File: src/rtl/imem_ctl_pkg.sv
// rtl/imem_ctl_pkg.sv - shared types, defaults and capacity helper for the imem load controller
package imem_ctl_pkg;

  typedef enum logic [1:0] {
    IDLE = 2'd0,
    LOAD = 2'd1,
    RUN  = 2'd2,
    HALT = 2'd3
  } state_t;

  localparam int DEF_ADDR_W    = 8;
  localparam int DEF_DATA_W    = 32;
  localparam int DEF_ADDR_STEP = 4;
  localparam int DEF_LOAD_BASE = 0;
  localparam int DEF_CNT_W     = 16;

  // Number of word slots reachable before the address pointer wraps.
  function automatic int max_words(input int addr_w, input int step);
    return (1 << addr_w) / step;
  endfunction

endpackage

File: src/rtl/sat_counter.sv
// rtl/sat_counter.sv - saturating up-counter with enable and synchronous clear
module sat_counter #(
  parameter int W = 16
) (
  input  logic         clk,
  input  logic         rst_n,
  input  logic         en,
  input  logic         clear,
  output logic [W-1:0] cnt
);

  always_ff @(posedge clk or negedge rst_n) begin
    if (!rst_n) begin
      cnt <= '0;
    end else if (clear) begin
      cnt <= '0;
    end else if (en && (cnt != {W{1'b1}})) begin
      cnt <= cnt + {{(W-1){1'b0}}, 1'b1};
    end
  end

endmodule

File: src/rtl/imem_load_controller.sv
// rtl/imem_load_controller.sv - instruction memory sequencer: host program load versus core execution
module imem_load_controller
  import imem_ctl_pkg::*;
#(
  parameter int ADDR_W    = DEF_ADDR_W,
  parameter int DATA_W    = DEF_DATA_W,
  parameter int ADDR_STEP = DEF_ADDR_STEP,
  parameter int LOAD_BASE = DEF_LOAD_BASE,
  parameter int CNT_W     = DEF_CNT_W
) (
  input  logic              clk,
  input  logic              clr,
  input  logic              load_start,
  input  logic              host_valid,
  output logic              host_ready,
  input  logic [DATA_W-1:0] host_data,
  input  logic              host_last,
  input  logic              run_req,
  input  logic              halt_req,
  input  logic [ADDR_W-1:0] fetch_addr,
  output logic              mem_en,
  output logic              mem_wen,
  output logic [ADDR_W-1:0] mem_addr,
  output logic [DATA_W-1:0] mem_data,
  output logic              cpu_clr,
  output logic              cpu_run,
  output logic [ADDR_W:0]   words_loaded,
  output logic              load_done,
  output logic              load_err,
  output logic [CNT_W-1:0]  run_cycles
);

  localparam int                MAX_WORDS = max_words(ADDR_W, ADDR_STEP);
  localparam logic [ADDR_W:0]   LAST_SLOT = (ADDR_W+1)'(MAX_WORDS - 1);
  localparam logic [ADDR_W:0]   CNT_ONE   = (ADDR_W+1)'(1);
  localparam logic [ADDR_W-1:0] BASE      = ADDR_W'(LOAD_BASE);
  localparam logic [ADDR_W-1:0] STEP      = ADDR_W'(ADDR_STEP);

  state_t              state, next_state;
  logic [ADDR_W-1:0]   addr_ptr;
  logic                wr_en;
  logic [ADDR_W-1:0]   wr_addr;
  logic [DATA_W-1:0]   wr_data;
  logic                xfer;
  logic                at_last_slot;
  logic                load_go;

  assign xfer         = (state == LOAD) && host_valid && host_ready;
  assign at_last_slot = (words_loaded == LAST_SLOT);
  assign load_go      = (next_state == LOAD) && (state != LOAD);

  always_ff @(posedge clk or negedge clr) begin
    if (!clr) begin
      state <= IDLE;
    end else begin
      state <= next_state;
    end
  end

  always_comb begin
    next_state = state;
    case (state)
      IDLE: begin
        if (load_start)                    next_state = LOAD;
        else if (run_req && (words_loaded != '0)) next_state = RUN;
      end
      LOAD: begin
        // Either an explicit end-of-program or running out of address space ends the load.
        if (xfer && (host_last || at_last_slot)) next_state = IDLE;
      end
      RUN: begin
        if (halt_req) next_state = HALT;
      end
      HALT: begin
        if (load_start)   next_state = LOAD;
        else if (run_req) next_state = RUN;
      end
      default: next_state = IDLE;
    endcase
  end

  always_ff @(posedge clk or negedge clr) begin
    if (!clr) begin
      host_ready   <= 1'b0;
      cpu_clr      <= 1'b1;
      cpu_run      <= 1'b0;
      load_done    <= 1'b0;
      load_err     <= 1'b0;
      wr_en        <= 1'b0;
      wr_addr      <= '0;
      wr_data      <= '0;
      addr_ptr     <= BASE;
      words_loaded <= '0;
    end else begin
      host_ready <= (next_state == LOAD);
      cpu_run    <= (next_state == RUN);
      if (next_state == LOAD)     cpu_clr <= 1'b1;
      else if (next_state == RUN) cpu_clr <= 1'b0;
      load_done <= xfer && host_last;
      wr_en     <= xfer;
      if (load_go) begin
        addr_ptr     <= BASE;
        words_loaded <= '0;
        load_err     <= 1'b0;
      end else if (xfer) begin
        wr_addr      <= addr_ptr;
        wr_data      <= host_data;
        addr_ptr     <= addr_ptr + STEP;
        words_loaded <= words_loaded + CNT_ONE;
        if (at_last_slot && !host_last) load_err <= 1'b1;
      end
    end
  end

  // In RUN the core owns the address bus with no added latency.
  assign mem_en   = (state == RUN) || wr_en;
  assign mem_wen  = wr_en;
  assign mem_addr = (state == RUN) ? fetch_addr : wr_addr;
  assign mem_data = wr_data;

  sat_counter #(
    .W(CNT_W)
  ) u_run_cnt (
    .clk  (clk),
    .rst_n(clr),
    .en   (state == RUN),
    .clear(load_go),
    .cnt  (run_cycles)
  );

endmodule
File: config.mk
export PLATFORM = sky130hd
export DESIGN_NAME = imem_load_controller
export DESIGN_NICKNAME = d
export VERILOG_FILES = /design/src/rtl/imem_ctl_pkg.sv /design/src/rtl/sat_counter.sv /design/src/rtl/imem_load_controller.sv
export SDC_FILE = /design/constraint.sdc
export NUM_CORES = 1
export LEC_CHECK = 0
export ABC_AREA = 1
export BUFFER_PORTS_ARGS = -buffer_cell sky130_fd_sc_hd__buf_2
export CAP_MARGIN = 20
export CORE_ASPECT_RATIO = 1.25
export CORE_MARGIN = 4
export CORE_UTILIZATION = 40
export CTS_CLUSTER_SIZE = 30
export DETAILED_ROUTE_END_ITERATION = 16
export PLACE_DENSITY = 0.64
export REMOVE_ABC_BUFFERS = 1
export SKIP_LAST_GASP = 1
export SLEW_MARGIN = 10
export SYNTH_ARGS = -nofsm -noshare
export SYNTH_HDL_FRONTEND = slang
export SYNTH_SLANG_ARGS = --single-unit
File: constraint.sdc
create_clock -name clk -period 2.2 [get_ports clk]
set_input_delay 0.11 -clock clk [delete_from_list [all_inputs] [get_ports clk]]
set_output_delay 0.11 -clock clk [all_outputs]
set_load 0.05 [all_outputs]
Word-level counts from Yosys, hierarchy flattened
Index checks and enable logic that the tools add are counted.

storage, ports and cells
  bits in registers = 81
  bits in latches = 0
  RAM bits = 0
  memory bits (read-only) = 0
  bits of input ports = 47
  word-level logic and storage cells = 62
  memories kept = 0

cells by class
  $add $sub $neg = 3
  $mul = 0
  div/mod/pow operators = 0
  $lt $le $gt $ge = 0
  equal/unequal tests = 8
  shifts and indexed selects = 0
  multiplexer cells = 19
  bitwise logic cells = 1
  reduce and logical (&&, ||, !) cells = 19

operators with widths
  cell                   count
  $mux 16                2
  $mux 8                 3
  $mux 9                 2
  $add 16x1->16 const B  1
  $ne 16x16->1 const B   1
  $mux 2                 6
  $add 9x1->9 const B    1
  $eq 9x6->1 const B     1
  $reduce_bool 9->1      1
  $add 8x3->8 const B    1
  $logic_and 1x1->1      8
  $pmux 2 s4             1
  $reduce_bool 2->1      4
  $eq 2x2->1 const B     3
  $mux 1                 5
  $eq 2x1->1 const B     2
  $reduce_and 2->1       2
  $logic_not 2->1        1
  $logic_or 1x1->1       2
  $ne 2x1->1 const B     1
  $logic_not 1->1        1
  $not 1->1              1

Depth between registers and ports, before layout
  depth after elaboration = 10
  mapped depth = 17

Modules after synthesis
Synthesis repeated with hierarchy kept, for this count alone.

second synthesis, totals
  cells, all modules = 485
  area total of the unflattened synthesis = 3,792.4 um^2

by module, submodules not included
  module                instances  cells each  area each (um^2)
  imem_load_controller  1          341         2,755.1
  sat_counter           1          144         1,037.2

Worst setup path before layout
OpenSTA, ideal clock, no wires.

  kind = reg-to-reg
  start point = register words_loaded[1]
  end point = register addr_ptr[6]
  arrival = 2,390 ps
  data required time = 2,123 ps
  slack = -267 ps
  cell stages (with the launch flop) = 16
  path buffers = 1
  period minus slack after synthesis = 2,467 ps
  cell sequence = dfrtp_1 > ha_1 > nand2_1 > nor2_1 > nand2_1 > nor2_1 > nand3_1 > nand2_1 > a21oi_1 > ha_1 > inv_1 > nor2_4 > inv_2 > buf_2 > o21ai_0 > a21oi_1

on the way
  longest elaborated chain between the ends = 8
  elaborated cells between the ends (all ways) = 13
  those cells by class = 2 x eq/ne; 5 x mux; 6 x reduce/logical

ends and longest elaborated chain
  what                                                          RTL line                                                source
  start, declared                                               imem_load_controller.sv:27                              output logic [ADDR_W:0] words_loaded,
  start signal, assigned                                        imem_load_controller.sv:109                             words_loaded <= words_loaded + CNT_ONE;
  $eq 9x6->1 / $reduce_bool 9->1 (equally long branches)        imem_load_controller.sv:49, imem_load_controller.sv:65
  $logic_or 1x1->1 / $logic_and 1x1->1 (equally long branches)  imem_load_controller.sv:69, imem_load_controller.sv:65
  $logic_and 1x1->1 / $mux 2 (equally long branches)            imem_load_controller.sv:69, imem_load_controller.sv:65
  $mux 2 (on tied branches)                                     imem_load_controller.sv:69, imem_load_controller.sv:64
  $pmux 2 s4 *                                                  imem_load_controller.sv:62                              case (state)
  net next_state[0]                                             imem_load_controller.sv:39                              state_t state, next_state;
  $eq 2x1->1 *                                                  imem_load_controller.sv:50                              assign load_go = (next_state == LOAD) && (state != LOAD);
  $logic_and 1x1->1 *                                           imem_load_controller.sv:50
  $mux 8 / $reduce_bool 2->1 (equally long branches)            n/a
  end signal, assigned                                          imem_load_controller.sv:108                             addr_ptr <= addr_ptr + STEP;
  end, declared                                                 imem_load_controller.sv:40                              logic [ADDR_W-1:0] addr_ptr;

Mark *: on every way through the listed nets, which the timed path passes. The rest lies on a longest branch.
A chain may end at the register's enable or synchronous reset.

Worst setup path after layout
  start point = register words_loaded[0]
  end point = register u_run_cnt.cnt[13]

on the way
  longest elaborated chain between the ends = 8
  elaborated cells between the ends (all ways) = 13
  those cells by class = 2 x eq/ne; 5 x mux; 6 x reduce/logical

ends and longest elaborated chain
  what                                                          RTL line                                                source
  $eq 9x6->1 / $reduce_bool 9->1 (equally long branches)        imem_load_controller.sv:49, imem_load_controller.sv:65
  $logic_or 1x1->1 / $logic_and 1x1->1 (equally long branches)  imem_load_controller.sv:69, imem_load_controller.sv:65
  $logic_and 1x1->1 / $mux 2 (equally long branches)            imem_load_controller.sv:69, imem_load_controller.sv:65
  $mux 2 (on tied branches)                                     imem_load_controller.sv:69, imem_load_controller.sv:64
  $pmux 2 s4 *                                                  imem_load_controller.sv:62
  net next_state[0]                                             imem_load_controller.sv:39
  $eq 2x1->1 *                                                  imem_load_controller.sv:50
  $logic_and 1x1->1 *                                           imem_load_controller.sv:50
  $mux 16 / $reduce_bool 2->1 (equally long branches)           n/a
  end signal, assigned                                          sat_counter.sv:18                                       cnt <= cnt + {{(W-1){1'b0}}, 1'b1};
  end, declared                                                 sat_counter.sv:9                                        output logic [W-1:0] cnt

Marks and branches as above.

==> metrics.txt <==
routed wire length around 10000 um; Worst Tran Pin Value a little over 600 ps; worst skew pair latency 330 ps; vias in the first global route 3590; Max VDD drop around 0.00076 V; Max Buffers Root-to-Sink 2; Worst Setup End Kind flop; number of library cell types mapped by synthesis 24; Die ar. 10900 um^2; GRT Total Usage about a fifth; fin util about 58%; area grow syn2layout 41.4%; Max Transition Viols Final 0; hold path cells 3; Worst Hold Class in -> reg; leakage power roughly 2.8 nW; final period utilization between 90 and 100%; Synth Area per Inst between 7 and 8 um^2; crit path DAT ~2400 ps; IO Port Bufs 118; Synth area leaders dfrtp_1 (51%), nand2_1 (20%), inv_1 (3.8%), o21ai_0 (3.8%), nor2_1 (3.5%); pwr/cell area 1330 nW/um^2; first-pass GRT wire length about 17000 um; leading area contributor after synthesis dfrtp_1; WP data required between 2000 and 2500 ps; # Max-Cap Violations 0; number of flops mapped to enable cells by yosys 0; CTS tree built; Die Ht 116 um; Clock transition at path regs around 50 ps; CP Launch Type flop; FMAX approximately 470 MHz; Synth Warn # 0; clock root buffer clkbuf_16; drt wl/cell between 10 and 15 um; Final setup viols 0; Via Count between 3000 and 4000; DRC violations left 0; Seq cells post-synth between 70 and 80; DRT Pass-1 Iters 4; most common cell after layout, fill and taps aside nand2_1; CP startpoint words_loaded[0]; drt via density approximately 4.7; fraction of layout cells with a size suffix above 1 between 30% and 40%; ANT cells 0; r2r worst-path depth 16; GRT Residual Overflow 0; fraction of registers with async set/reset 100%; iteration-0 DRC count of the detailed router roughly 130; hpwl dp about 7000 um; initial antenna violation count 0; crit-path max FO 8; clock skew 3.99 ps; ys flop type dfrtp_1; outcome completed; GPL Wtd Cong around 0.84; mapped cell area about 3700 um^2; H-tree depth 3; register area share after synthesis 51.8%; largest net degree at the start of global routing 50; hold path start host_last; Final min period about 2100 ps; Num CTS Buffers 9; TNS Setup 0 ps; endpoints failing hold 0; post-synth top area share between 50% and 60%; io pins about 120; core box area a little over 9000 um^2; relative slew slack around three fifths; final net count about 700; chip width approximately 94 um; commonest non-fill, non-tap cells in the layout nand2_1 (188), buf_2 (117), dfrtp_1 (76); crit path kind reg -> reg; RSZ-0062 raised after global routing yes; clk sinks 77; reg2reg setup slack 70 ps; RR Startpoint words_loaded[0]; row count 39; Starting Density about two fifths; antenna-violating nets left 0; Cells after Synth 474
state kept, by name, indices dropped and copies added, names as in the netlist:
signal / count
load_err: 1
mem_data: 32
wr_addr: 6
load_done: 1
mem_wen: 1
addr_ptr: 6
words_loaded: 9
host_ready: 1
cpu_run: 1
state: 2
cpu_clr: 1
u_run_cnt.cnt: 16
cell type report:
| cell class | count | area [um^2] |
|---|---|---|
| timing repair buffer | 175 | 1120 |
| clock inverter | 2 | 10.0 |
| timing repair inverter | 1 | 6.26 |
| multi-input combinational | 339 | 1610 |
| fill | 834 | 3860 |
| inverter | 43 | 176 |
| clock buffer | 14 | 254 |
| sequential | 77 | 1930 |
| tap | 123 | 154 |
Yosys cell counts, types with 5 or more instances:
cell     number
a21oi_1       8
buf_2        10
dfrtp_1      76
ha_1          6
inv_1        38
nand2_1     196
nand2_2       5
nand3_1      19
nand4_1      17
nor2_1       35
nor2_2        5
o21ai_0      28
xor2_1        5
metrics by stage:
step                total power [mW]  area (um^2)  std cells  worst slack (ps)  hold WS [ps]
CTS                             6.87         5130        766              6.51          44.9
finish                          7.03         5270        774              72.3          51.8
global route                    7.48         5270        774             -54.9          73.9
floorplan                       4.44         3640        459              -860          -186
detailed placement              5.45         4530        717             -66.9           175
global placement                5.40         4530        717              34.7           167
kinds of logic (layout without fill, tap and decap cells):
logic type | Yosys count | in the layout | synth area share, %
simple gates | 285 | 285 | 31.9
flops | 77 | 77 | 51.8
buf+inv | 58 | 235 | 6.76
compound gates | 43 | 43 | 6.35
fa+ha+maj | 6 | 6 | 2.02
xor+xnor | 5 | 5 | 1.18
per-layer routing:
layer / track usage, % / up-vias / share of wire [%]
li1: - / 1828 / -
met1: 22.5 / 1659 / 40
met5: 0 / - / 0
met3: 6.17 / 7 / 7.6
met2: 33.6 / 127 / 51
met4: 6.26 / 0 / 0.94
final timing paths:
check / end
worst max-delay path: u_run_cnt.cnt[13]
worst max register to register: u_run_cnt.cnt[13]
worst min register to register: mem_data[28]
worst min-delay path: load_done
max in group asynchronous: cpu_clr
min in group asynchronous: cpu_run
report_power, final:
part	leakage (nW)	switching [mW]	total [mW]	internal, mW
Clock	0.131	0.529	1.32	0.792
Combinational	1.68	2.63	3.60	0.966
Sequential	1.02	0.273	2.11	1.84
Total	2.83	3.43	7.03	3.59
timing repair:
item                                    4_1_cts  5_1_grt
hold buffers                                 33        0
gates resized for setup                       4       26
buffers inserted                              0        7
pin swaps                                     0        8
gates cloned                                  0        1
endpoints found under the setup margin       26       31
endpoints found under the hold margin        77        0
critical path, stage by stage (launching register included):
cell,delay [ps]
dfrtp_1,390
ha_2,210
nand2_4,90
nor2_4,40
nand2_2,70
nor2_2,50
nand3_1,60
nand2_1,90
a21oi_2,180
ha_2,210
inv_2,50
nor2_4,100
inv_4,70
o21ai_4,130
clkinv_4,150
nand2_1,80
nand2_1,50
No activity file was read; power rests on OpenSTA's default activity.
